## src/rtl/instr_pkg.sv

```systemverilog
// instr_pkg: class codes, MIPS opcodes and queue depth shared by the encoder and control decoder
package instr_pkg;
    localparam logic [2:0] CLS_RTYPE = 3'd0;
    localparam logic [2:0] CLS_LW    = 3'd1;
    localparam logic [2:0] CLS_SW    = 3'd2;
    localparam logic [2:0] CLS_BEQ   = 3'd3;
    localparam logic [2:0] CLS_ADDI  = 3'd4;
    localparam logic [5:0] OP_RTYPE  = 6'b000000;
    localparam logic [5:0] OP_LW     = 6'b100011;
    localparam logic [5:0] OP_SW     = 6'b101011;
    localparam logic [5:0] OP_BEQ    = 6'b000100;
    localparam logic [5:0] OP_ADDI   = 6'b001000;
    localparam int QUEUE_DEPTH = 4;
endpackage

```

## src/rtl/instr_encoder_fifo.sv

```systemverilog
// instr_fifo: in-order synchronous queue with flush; flush wins over same-cycle push/pop
module instr_fifo
    import instr_pkg::*;
#(
    parameter int W = 32
) (
    input  logic         clk,
    input  logic         rst,
    input  logic         flush,
    input  logic         push,
    input  logic [W-1:0] wdata,
    input  logic         pop,
    output logic [W-1:0] rdata,
    output logic         full,
    output logic         empty
);
    localparam int PW = $clog2(QUEUE_DEPTH);
    logic [W-1:0]  mem_d [QUEUE_DEPTH];
    logic [W-1:0]  mem_q [QUEUE_DEPTH];
    logic [PW-1:0] wr_ptr_d, wr_ptr_q, rd_ptr_d, rd_ptr_q;
    logic [PW:0]   cnt_d, cnt_q;
    logic          do_push, do_pop;

    assign full  = cnt_q == (PW+1)'(QUEUE_DEPTH);
    assign empty = cnt_q == '0;
    assign rdata = mem_q[rd_ptr_q];

    always_comb begin
        do_push  = push && !full;
        do_pop   = pop && !empty;
        mem_d    = mem_q;
        wr_ptr_d = flush ? '0 : do_push ? wr_ptr_q + 1'b1 : wr_ptr_q;
        rd_ptr_d = flush ? '0 : do_pop ? rd_ptr_q + 1'b1 : rd_ptr_q;
        cnt_d    = flush ? '0 : cnt_q + {{PW{1'b0}}, do_push} - {{PW{1'b0}}, do_pop};
        if (do_push && !flush) mem_d[wr_ptr_q] = wdata;
    end

    always_ff @(posedge clk or posedge rst) begin
        if (rst) begin
            for (int i = 0; i < QUEUE_DEPTH; i++) mem_q[i] <= '0;
            wr_ptr_q <= '0;
            rd_ptr_q <= '0;
            cnt_q    <= '0;
        end else begin
            mem_q    <= mem_d;
            wr_ptr_q <= wr_ptr_d;
            rd_ptr_q <= rd_ptr_d;
            cnt_q    <= cnt_d;
        end
    end
endmodule

```

## src/rtl/instr_encoder.sv

```systemverilog
// instr_encoder: encodes MIPS instruction requests into a 4-deep queue and issues them downstream
module instr_encoder
    import instr_pkg::*;
(
    input  logic        clk,
    input  logic        rst,
    input  logic        req_valid,
    output logic        req_ready,
    input  logic [2:0]  req_class,
    input  logic [4:0]  req_rs,
    input  logic [4:0]  req_rt,
    input  logic [4:0]  req_rd,
    input  logic [5:0]  req_funct,
    input  logic [15:0] req_imm,
    input  logic        flush,
    output logic        out_valid,
    input  logic        out_ready,
    output logic [31:0] out_instr,
    output logic [5:0]  out_opcode,
    output logic        err_unsup,
    output logic [15:0] issue_count
);
    logic [5:0]  opcode;
    logic [31:0] enc_instr;
    logic        supported, accept, push, pop, full, empty;
    logic        err_unsup_d, err_unsup_q;
    logic [15:0] issue_count_d, issue_count_q;

    instr_fifo #(.W(32)) u_fifo (
        .clk   (clk),
        .rst   (rst),
        .flush (flush),
        .push  (push),
        .wdata (enc_instr),
        .pop   (pop),
        .rdata (out_instr),
        .full  (full),
        .empty (empty)
    );

    assign req_ready   = !full;
    assign out_valid   = !empty;
    assign out_opcode  = out_instr[31:26];
    assign err_unsup   = err_unsup_q;
    assign issue_count = issue_count_q;

    always_comb begin
        opcode = req_class == CLS_LW   ? OP_LW   :
                 req_class == CLS_SW   ? OP_SW   :
                 req_class == CLS_BEQ  ? OP_BEQ  :
                 req_class == CLS_ADDI ? OP_ADDI : OP_RTYPE;
        enc_instr = req_class == CLS_RTYPE ? {opcode, req_rs, req_rt, req_rd, 5'b0, req_funct}
                                           : {opcode, req_rs, req_rt, req_imm};
        supported     = req_class <= CLS_ADDI;
        accept        = req_valid && req_ready && !flush;
        push          = accept && supported;
        pop           = out_valid && out_ready;
        err_unsup_d   = accept && !supported;
        issue_count_d = issue_count_q + ((pop && !flush) ? 16'd1 : 16'd0);
    end

    always_ff @(posedge clk or posedge rst) begin
        if (rst) begin
            err_unsup_q   <= 1'b0;
            issue_count_q <= '0;
        end else begin
            err_unsup_q   <= err_unsup_d;
            issue_count_q <= issue_count_d;
        end
    end
endmodule

```

## config.mk

```make
export PLATFORM = sky130hd
export DESIGN_NAME = instr_encoder
export DESIGN_NICKNAME = d
export VERILOG_FILES = /design/src/rtl/instr_pkg.sv /design/src/rtl/instr_encoder_fifo.sv /design/src/rtl/instr_encoder.sv
export SDC_FILE = /design/constraint.sdc
export NUM_CORES = 1
export LEC_CHECK = 0
export BUFFER_PORTS_ARGS = -buffer_cell sky130_fd_sc_hd__buf_2
export CAP_MARGIN = 20
export CORE_ASPECT_RATIO = 1.25
export CORE_UTILIZATION = 32
export CTS_BUF_LIST = sky130_fd_sc_hd__clkbuf_4 sky130_fd_sc_hd__clkbuf_8
export DETAILED_ROUTE_END_ITERATION = 8
export MAX_ROUTING_LAYER = met4
export SKIP_LAST_GASP = 1
export SLEW_MARGIN = 25
export SYNTH_ARGS = -nofsm -noshare
export SYNTH_HDL_FRONTEND = slang
export SYNTH_SLANG_ARGS = --single-unit
```

## constraint.sdc

```tcl
create_clock -name clk -period 8 [get_ports clk]
set_clock_uncertainty 0.1 [all_clocks]
set_input_delay 2.4 -clock clk [delete_from_list [all_inputs] [get_ports clk]]
set_output_delay 2.4 -clock clk [all_outputs]
set_load 0.05 [all_outputs]
```

==> impl_metrics.env, run 1 <==
export IMPL_cts_tree="yes"
export IMPL_ctsResizeCount=0
export IMPL_fin_crit_sh_pct=59.4
export IMPL_mostFrequentLayoutCells="dfrtp_1, mux2_2, buf_2"
export IMPL_hold_buffers=0
export IMPL_place_gp_congestion=0.772
export IMPL_antenna_left=0
export IMPL_synth_largest_area_cell="dfrtp_1"
export IMPL_yosys_area_top_type_share_pct=52.4
export IMPL_synth_top_family_by_area="multiplexers"
export IMPL_required_ps=5500
export IMPL_io_pin_count=102
export IMPL_final_common_cell="dfrtp_1"
export IMPL_first_pass_iters=4
export IMPL_viasPerCell=5.00
export IMPL_grt_use_total_pct=14.7
export IMPL_switching_power_w=0.00128
export IMPL_muxShareOfSynthArea_pct=29.5
export IMPL_status="finished clean"
export IMPL_synth_xor_xnor_area_share_pct=2.49
export IMPL_dieHeight_um=164
export IMPL_synthAdderAreaFrac_pct=1.80
export IMPL_crit_path_end="out_opcode[5]"
export IMPL_r2r_end="u_fifo.cnt_q[1]$_DFF_PP0_"
export IMPL_synth_cells=448
export IMPL_intPower_w=0.00182
export IMPL_clock_path_buffers=2
export IMPL_crit_type="reg -> out"
export IMPL_worst_hold_startpoint="issue_count[15]$_DFF_PP0_"
export IMPL_tightest_slew_ps=969
export IMPL_crit_path_start_kind="flip-flop"
export IMPL_path_clk_slew_ps=80
export IMPL_grt_overflow_total=0
export IMPL_grt_pass1_vias=4369
export IMPL_synth_distinct_cells=41
export IMPL_dp_hpwl_um=9480
export IMPL_htreeDepth=4
export IMPL_avgSynthCellArea_um2=14.9
export IMPL_crit_arrival_ps=2250
export IMPL_synth_compound_area_share_pct=2.58
export IMPL_combPwrFrac_pct=43.0
export IMPL_cts_setup_buffers=0
export IMPL_holdCritPathClass="reg -> reg"
export IMPL_ys_ff_latch=140
export IMPL_slew_headroom_pct=35.2
export IMPL_setup_viol=0
export IMPL_pre_cts_ws_ps=3230
export IMPL_grt_pass1_wl_um=23200
export IMPL_synth_edff_count=0
export IMPL_dpl_cell_count=789
export IMPL_ys_seq_area_share_pct=52.4
export IMPL_std_cell_rows=58
export IMPL_drv_cap=0
export IMPL_port_buffers=99
export IMPL_wire_per_inst_um=17.4
export IMPL_clkSinkCount=140
export IMPL_ff2ff_setup_slack_ps=5500
export IMPL_async_flop_share_pct=100
export IMPL_coreArea_um2=20300
export IMPL_r2r_start="u_fifo.cnt_q[1]$_DFF_PP0_"
export IMPL_die_w_um=131
export IMPL_crit_fanout=29
export IMPL_wirelength_um=14300
export IMPL_drtIter0Drc=204
export IMPL_end_kind="primary output"
export IMPL_dieArea_um2=21500
export IMPL_p_leak_nw=3.58
export IMPL_drive_above_1_share_pct=52.5
export IMPL_reg2reg_depth=7
export IMPL_syn_to_final_growth_pct=16.6
export IMPL_startpoint="u_fifo.rd_ptr_q[0]$_DFFE_PP0P_"
export IMPL_synth_flop_cell="dfrtp_1"
export IMPL_rsz0062_at_grt="no"
export IMPL_peakVddDrop_v=0.000234
export IMPL_fin_crit_ps=4750
export IMPL_totalPowerFinal_w=0.00310
export IMPL_netlist_area_um2=6690
export IMPL_seq_power_share_pct=35.1
export IMPL_synth_area_top_cells="dfrtp_1, mux2_2, mux4_2"
export IMPL_synth_warnings=0
export IMPL_p_per_area_nw_per_um2=397
export IMPL_yosys_area_share_simple_pct=6.92
export IMPL_clkPwrFrac_pct=21.9
export IMPL_clock_root_buffer="clkbuf_8"
export IMPL_initial_utilization_pct=32.9
export IMPL_slew_violations=0
export IMPL_antenna_found_initial=1
export IMPL_route_detailed_drc=0
export IMPL_vias=4109
export IMPL_grt_max_degree=73
export IMPL_finalHoldViolCount=0
export IMPL_tritoncts_num_buffers=17
export IMPL_tns_ps=0
export IMPL_clock_latency_ps=450
export IMPL_max_freq_ghz=0.210
export IMPL_fin_ws_ps=3250
export IMPL_instances_no_fill=822
export IMPL_p_sw_share_pct=41.2
export IMPL_layout_nets=592
## registers in the layout (all words and copies together) (netlist names)
name             flops
issue_count         16
u_fifo.mem_q       116
err_unsup            1
u_fifo.wr_ptr_q      2
u_fifo.rd_ptr_q      2
u_fifo.cnt_q         3
## worst min-delay path by stage
| stage | to | slack (ps) | depth (start not counted) |
|---|---|---|---|
| 2_1_floorplan | u_fifo.mem_q[61]$_DFFE_PP0P_ | 360 | 1 |
| 3_3_place_gp | issue_count[15]$_DFF_PP0_ | 360 | 1 |
| 3_5_place_dp | issue_count[15]$_DFF_PP0_ | 360 | 1 |
| 4_1_cts | issue_count[15]$_DFF_PP0_ | 380 | 1 |
| 5_1_grt | issue_count[15]$_DFF_PP0_ | 390 | 1 |
| 6_report | issue_count[15]$_DFF_PP0_ | 370 | 1 |
## Yosys cell counts, types with 4 or more instances
cell type / count
nor4_1: 5
mux2_2: 112
nor2b_1: 7
a32oi_1: 4
ha_1: 8
nand3b_1: 4
mux4_2: 29
clkbuf_1: 6
dfrtp_1: 140
nand4_1: 8
nand2_1: 7
xor2_1: 11
nor2_1: 8
inv_1: 14
nand4_4: 4
nand3_1: 9
buf_6: 9
buf_2: 5
buf_4: 11
a32o_1: 4
xnor2_1: 8
or3_1: 4
## layout make-up
class / instances / area, um^2
Sequential cell: 140 / 3510
Fill cell: 1957 / 12500
Antenna cell: 1 / 2.50
Tap cell: 270 / 338
Clock inverter: 12 / 206
Clock buffer: 20 / 275
Multi-Input combinational cell: 263 / 2900
Timing Repair Buffer: 101 / 510
Inverter: 15 / 61.3
## layer usage
metal  up-vias  GRT usage [%]  wire, um
li1       1833              -         -
met1      2159           17.3      6130
met2        97           23.9      7290
met3        20           4.22       678
met4         0           5.29       213
met5         -              -         0
## power groups by stage
stage	logic [W]	clock network [W]	registers, W
5_1_grt	0.00141	0.000728	0.00112
4_1_cts	0.00136	0.000700	0.00109
3_3_place_gp	0.00133	0	0.00108
6_report	0.00133	0.000680	0.00109
3_5_place_dp	0.00135	0	0.00110
2_1_floorplan	0.00110	0	0.00108
## metrics by stage
stage | area (um^2) | hold slack, ps | util [%]
floorplan | 6690 | 361 | -
global placement | 7310 | 356 | 36.0
detailed placement | 7310 | 360 | 36.0
CTS | 7800 | 375 | 38.4
global route | 7800 | 385 | 38.4
finish | 7800 | 370 | 38.4
## worst max-delay path, stage by stage (launching register included)
cell and delay (ps):
dfrtp_2 390, buf_4 500, mux4_2 650, buf_2 240
## cell families (layout without fill, tap and decap cells)
| kind of cell | Yosys count | after routing |
|---|---|---|
| multiplexers | 145 | 145 |
| AO/OA/AOI/OAI | 20 | 20 |
| XOR/XNOR | 19 | 19 |
| buffers and inverters | 46 | 148 |
| adder cells (fa/ha/maj) | 9 | 9 |
| AND/OR/NAND/NOR | 68 | 68 |
| other | 1 | 3 |
| flip-flops | 140 | 140 |
Note: power is estimated with default switching activity, not from simulation.
==> run 2: changes to the inputs <==
Clock period 8 ns to 4.7 ns, I/O delays scaled along.
==> impl_metrics.env, run 2 (same netlist as run 1, synthesis figures left out) <==
export IMPL_coreArea_um2=20300
export IMPL_slew_violations=0
export IMPL_mostFrequentLayoutCells="dfrtp_1, mux2_2, buf_2"
export IMPL_wire_per_inst_um=17.9
export IMPL_viasPerCell=4.91
export IMPL_dieHeight_um=164
export IMPL_grt_use_total_pct=14.8
export IMPL_dieArea_um2=21500
export IMPL_grt_max_degree=73
export IMPL_required_ps=3190
export IMPL_antenna_left=0
export IMPL_tritoncts_num_buffers=17
export IMPL_clock_path_buffers=2
export IMPL_fin_ws_ps=909
export IMPL_rsz0062_at_grt="no"
export IMPL_htreeDepth=4
export IMPL_p_leak_nw=3.56
export IMPL_crit_type="reg -> out"
export IMPL_clock_root_buffer="clkbuf_8"
export IMPL_wirelength_um=14900
export IMPL_std_cell_rows=58
export IMPL_cp_slowest_stage_delay_ps=690
export IMPL_fin_crit_ps=3790
export IMPL_p_per_area_nw_per_um2=652
export IMPL_dp_hpwl_um=10200
export IMPL_ctsResizeCount=0
export IMPL_whs_ps=378
export IMPL_crit_slowest_cell="dfrtp_2"
export IMPL_hold_buffers=0
export IMPL_setup_viol=0
export IMPL_cts_tree="yes"
export IMPL_clkSinkCount=140
export IMPL_antenna_found_initial=5
export IMPL_worst_hold_startpoint="issue_count[15]$_DFF_PP0_"
export IMPL_largest_register="u_fifo.mem_q"
export IMPL_port_buffers=99
export IMPL_die_w_um=131
export IMPL_largest_reg_flops=116
export IMPL_reg2reg_depth=7
export IMPL_grt_pass1_wl_um=23400
export IMPL_place_gp_congestion=0.737
export IMPL_grt_pass1_vias=4362
export IMPL_fin_crit_sh_pct=80.7
export IMPL_drive_above_1_share_pct=52.8
export IMPL_peakVddDrop_v=0.000468
export IMPL_finalHoldViolCount=0
export IMPL_status="finished clean"
export IMPL_drv_cap=0
export IMPL_grt_overflow_total=0
export IMPL_tightest_slew_ps=931
export IMPL_syn_to_final_growth_pct=16.3
export IMPL_whs_path_depth=1
export IMPL_totalPowerFinal_w=0.00507
export IMPL_clock_latency_ps=450
export IMPL_initial_utilization_pct=32.9
export IMPL_max_freq_ghz=0.264
export IMPL_crit_path_start_kind="flip-flop"
export IMPL_dpl_cell_area_um2=7360
export IMPL_pre_cts_ws_ps=1320
export IMPL_fill_cells=1992
export IMPL_r2r_start="u_fifo.cnt_q[1]$_DFF_PP0_"
export IMPL_first_pass_iters=6
export IMPL_path_clk_slew_ps=70
export IMPL_path_cells="buf_4 > mux4_2 > buf_2"
export IMPL_startpoint="u_fifo.rd_ptr_q[0]$_DFFE_PP0P_"
export IMPL_holdCritPathClass="reg -> reg"
export IMPL_route_detailed_drc=0
export IMPL_cts_setup_buffers=0
export IMPL_tns_ps=0
export IMPL_slew_headroom_pct=37.7
export IMPL_layout_nets=598
export IMPL_vias=4083
export IMPL_final_common_cell="dfrtp_1"
export IMPL_final_area_um2=7780
export IMPL_io_pin_count=102
export IMPL_end_kind="primary output"
export IMPL_crit_fanout=14
export IMPL_drtIter0Drc=226
export IMPL_crit_arrival_ps=2280
[run 2: changes by cell type in the layout (fill, tap and decap cells not counted), sizes merged]
cell,previous run,this run
buf,101,107
bufinv,5,1
clkbuf,20,22
clkinv,3,5
clkinvlp,1,5
diode,1,5
inv,18,14
[run 2: path summary, 6_finish.rpt]
path	end	slack [ps]
min reg2reg	issue_count[15]$_DFF_PP0_	380
max in group asynchronous	u_fifo.mem_q[116]$_DFFE_PP0P_	2820
min	issue_count[15]$_DFF_PP0_	380
max	out_instr[7]	910
min in group asynchronous	u_fifo.mem_q[59]$_DFFE_PP0P_	930
max reg2reg	u_fifo.cnt_q[1]$_DFF_PP0_	2210
[run 2: area by class of cell]
type | instances | area [um^2] | share of cell area (%)
Antenna cell | 5 | 12.5 | 0.161
Clock inverter | 10 | 92.6 | 1.19
Inverter | 15 | 60.1 | 0.772
Clock buffer | 22 | 284 | 3.65
Multi-Input combinational cell | 263 | 2900 | 37.3
Timing Repair Buffer | 107 | 588 | 7.56
Sequential cell | 140 | 3500 | 45.1
Tap cell | 270 | 338 | 4.34
[run 2: report_power, final]
group / switching [W] / leakage [nW] / internal, W
combinational: 0.00146 / 1.59 / 0.000827
clock: 0.000457 / 0.185 / 0.000462
sequential: 0.000261 / 1.79 / 0.00160
[run 2: routing by layer]
layer	global-route usage [%]	share of wire, %
met5	-	0
met4	3.91	1.2
met3	4.93	4.7
met2	25.2	52
met1	16.7	42
[run 2: worst max-delay path, delay by kind of cell, from the launching register on]
kind	cells	cell delay, ps
buffers and inverters	2	570
multiplexers	1	570
flip-flops	1	690
[run 2: metrics by stage]
| stage | utilization (%) | instances |
|---|---|---|
| 3_5_place_dp | 36.2 | 794 |
| 3_3_place_gp | 36.2 | 794 |
| 5_1_grt | 38.3 | 832 |
| 4_1_cts | 38.1 | 826 |
| 6_report | 38.3 | 832 |
| 2_1_floorplan | - | 449 |
==> run 3: changes to the inputs <==
Clock period 4.7 ns to 3.7 ns, I/O delays scaled along.
==> impl_metrics.env, run 3 (same netlist as run 1, synthesis figures left out) <==
export IMPL_p_per_area_nw_per_um2=831
export IMPL_drtIter0Drc=167
export IMPL_cp_slowest_stage_delay_ps=700
export IMPL_largest_reg_flops=116
export IMPL_crit_arrival_ps=2210
export IMPL_seq_power_share_pct=36.6
export IMPL_coreArea_um2=20300
export IMPL_r2r_end="u_fifo.cnt_q[1]$_DFF_PP0_"
export IMPL_r2r_start="u_fifo.cnt_q[1]$_DFF_PP0_"
export IMPL_required_ps=2490
export IMPL_startpoint="u_fifo.rd_ptr_q[0]$_DFFE_PP0P_"
export IMPL_fin_ws_ps=282
export IMPL_rsz0062_at_grt="no"
export IMPL_clock_root_buffer="clkbuf_8"
export IMPL_path_clk_slew_ps=80
export IMPL_first_pass_iters=4
export IMPL_finalHoldViolCount=0
export IMPL_final_common_cell="dfrtp_1"
export IMPL_port_buffers=99
export IMPL_multi_input_comb_area_um2=2900
export IMPL_setup_viol=0
export IMPL_clock_latency_ps=460
export IMPL_grt_use_total_pct=15.4
export IMPL_die_w_um=131
export IMPL_intPower_w=0.00366
export IMPL_cts_tree="yes"
export IMPL_fin_crit_ps=3420
export IMPL_drive_above_1_share_pct=52.8
export IMPL_crit_fanout=13
export IMPL_cp_top_family="flip-flops"
export IMPL_htreeDepth=4
export IMPL_route_detailed_drc=0
export IMPL_dpl_cell_count=795
export IMPL_p_sw_share_pct=43.3
export IMPL_end_kind="primary output"
export IMPL_grt_pass1_vias=4570
export IMPL_drv_cap=0
export IMPL_clkSinkCount=140
export IMPL_crit_cells=3
export IMPL_wirelength_um=14900
export IMPL_fin_crit_sh_pct=92.4
export IMPL_pre_cts_ws_ps=655
export IMPL_crit_slowest_cell="dfrtp_2"
export IMPL_syn_to_final_growth_pct=16.3
export IMPL_path_cells="buf_4 > mux4_2 > buf_2"
export IMPL_slew_violations=0
export IMPL_ctsResizeCount=0
export IMPL_instances_no_fill=827
export IMPL_dp_hpwl_um=10000
export IMPL_std_cell_rows=58
export IMPL_holdCritPathClass="reg -> reg"
export IMPL_dieArea_um2=21500
export IMPL_slew_headroom_pct=55.1
export IMPL_ff_latch_area_um2=3500
export IMPL_io_pin_count=102
export IMPL_clock_path_buffers=2
export IMPL_initial_utilization_pct=32.9
export IMPL_tns_ps=0
export IMPL_largest_register="u_fifo.mem_q"
export IMPL_dieHeight_um=164
export IMPL_fill_cells=1983
export IMPL_place_gp_congestion=0.738
export IMPL_status="finished clean"
export IMPL_antenna_left=0
export IMPL_num_antenna_cells=0
export IMPL_crit_type="reg -> out"
export IMPL_tritoncts_num_buffers=17
export IMPL_hold_buffers=0
export IMPL_switching_power_w=0.00280
export IMPL_reg2reg_depth=7
export IMPL_layout_nets=598
export IMPL_cts_setup_buffers=0
export IMPL_whs_ps=370
export IMPL_viasPerCell=4.95
export IMPL_p_leak_nw=3.56
export IMPL_max_freq_ghz=0.293
export IMPL_crit_path_end="out_instr[8]"
export IMPL_grt_max_degree=65
export IMPL_peakVddDrop_v=0.000457
export IMPL_antenna_found_initial=0
export IMPL_tightest_slew_ps=672
export IMPL_totalPowerFinal_w=0.00646
export IMPL_crit_path_start_kind="flip-flop"
export IMPL_clkPwrFrac_pct=18.1
export IMPL_path_buf_inv=2
export IMPL_grt_pass1_wl_um=24400
export IMPL_ff2ff_setup_slack_ps=1150
export IMPL_grt_overflow_total=0
export IMPL_mostFrequentLayoutCells="dfrtp_1, mux2_2, buf_2"
export IMPL_wire_per_inst_um=18.0
export IMPL_vias=4092
export IMPL_combPwrFrac_pct=45.3
[run 3: cell types whose count changed in the layout (fill, tap and decap cells not counted), sizes merged]
| cell | previous run | this run |
|---|---|---|
| clkinvlp | 5 | 7 |
| inv | 14 | 17 |
| diode | 5 | 0 |
| clkinv | 5 | 3 |
| clkbuf | 22 | 19 |
[run 3: metrics by stage]
step	instance area [um^2]	utilization, %
5_1_grt	7780	38.3
3_3_place_gp	7410	36.5
3_5_place_dp	7410	36.5
2_1_floorplan	6690	-
6_report	7780	38.3
4_1_cts	7780	38.3
[run 3: how the worst min path moves through the flow]
| stage | startpoint | to | slack, ps | cells after the start |
|---|---|---|---|---|
| 2_1_floorplan | u_fifo.mem_q[61]$_DFFE_PP0P_ | u_fifo.mem_q[61]$_DFFE_PP0P_ | 360 | 1 |
| 3_3_place_gp | issue_count[15]$_DFF_PP0_ | issue_count[15]$_DFF_PP0_ | 360 | 1 |
| 3_5_place_dp | issue_count[15]$_DFF_PP0_ | issue_count[15]$_DFF_PP0_ | 350 | 1 |
| 4_1_cts | issue_count[15]$_DFF_PP0_ | issue_count[15]$_DFF_PP0_ | 370 | 1 |
| 5_1_grt | u_fifo.mem_q[125]$_DFFE_PP0P_ | u_fifo.mem_q[125]$_DFFE_PP0P_ | 410 | 1 |
| 6_report | issue_count[15]$_DFF_PP0_ | issue_count[15]$_DFF_PP0_ | 370 | 1 |
[run 3: power by group through the flow]
| stage | Sequential (W) | Clock [W] | Combinational (W) |
|---|---|---|---|
| 2_1_floorplan | 0.00234 | 0 | 0.00239 |
| 3_3_place_gp | 0.00235 | 0 | 0.00292 |
| 4_1_cts | 0.00237 | 0.00121 | 0.00298 |
| 5_1_grt | 0.00244 | 0.00127 | 0.00310 |
| 6_report | 0.00237 | 0.00117 | 0.00293 |
| 3_5_place_dp | 0.00240 | 0 | 0.00297 |
[run 3: layout make-up]
class                      count  area share [%]
clock buffer                  19            3.28
clock inverter                13            1.50
inverter                      15           0.772
multi-input combinational    263            37.3
sequential                   140            45.1
tap                          270            4.34
timing repair buffer         107            7.79
[run 3: per-layer routing]
layer / track usage [%] / share of wire, %
met1: 18.0 / 44
met2: 25.0 / 50
met3: 2.95 / 3.3
met4: 9.04 / 2.6
met5: - / 0
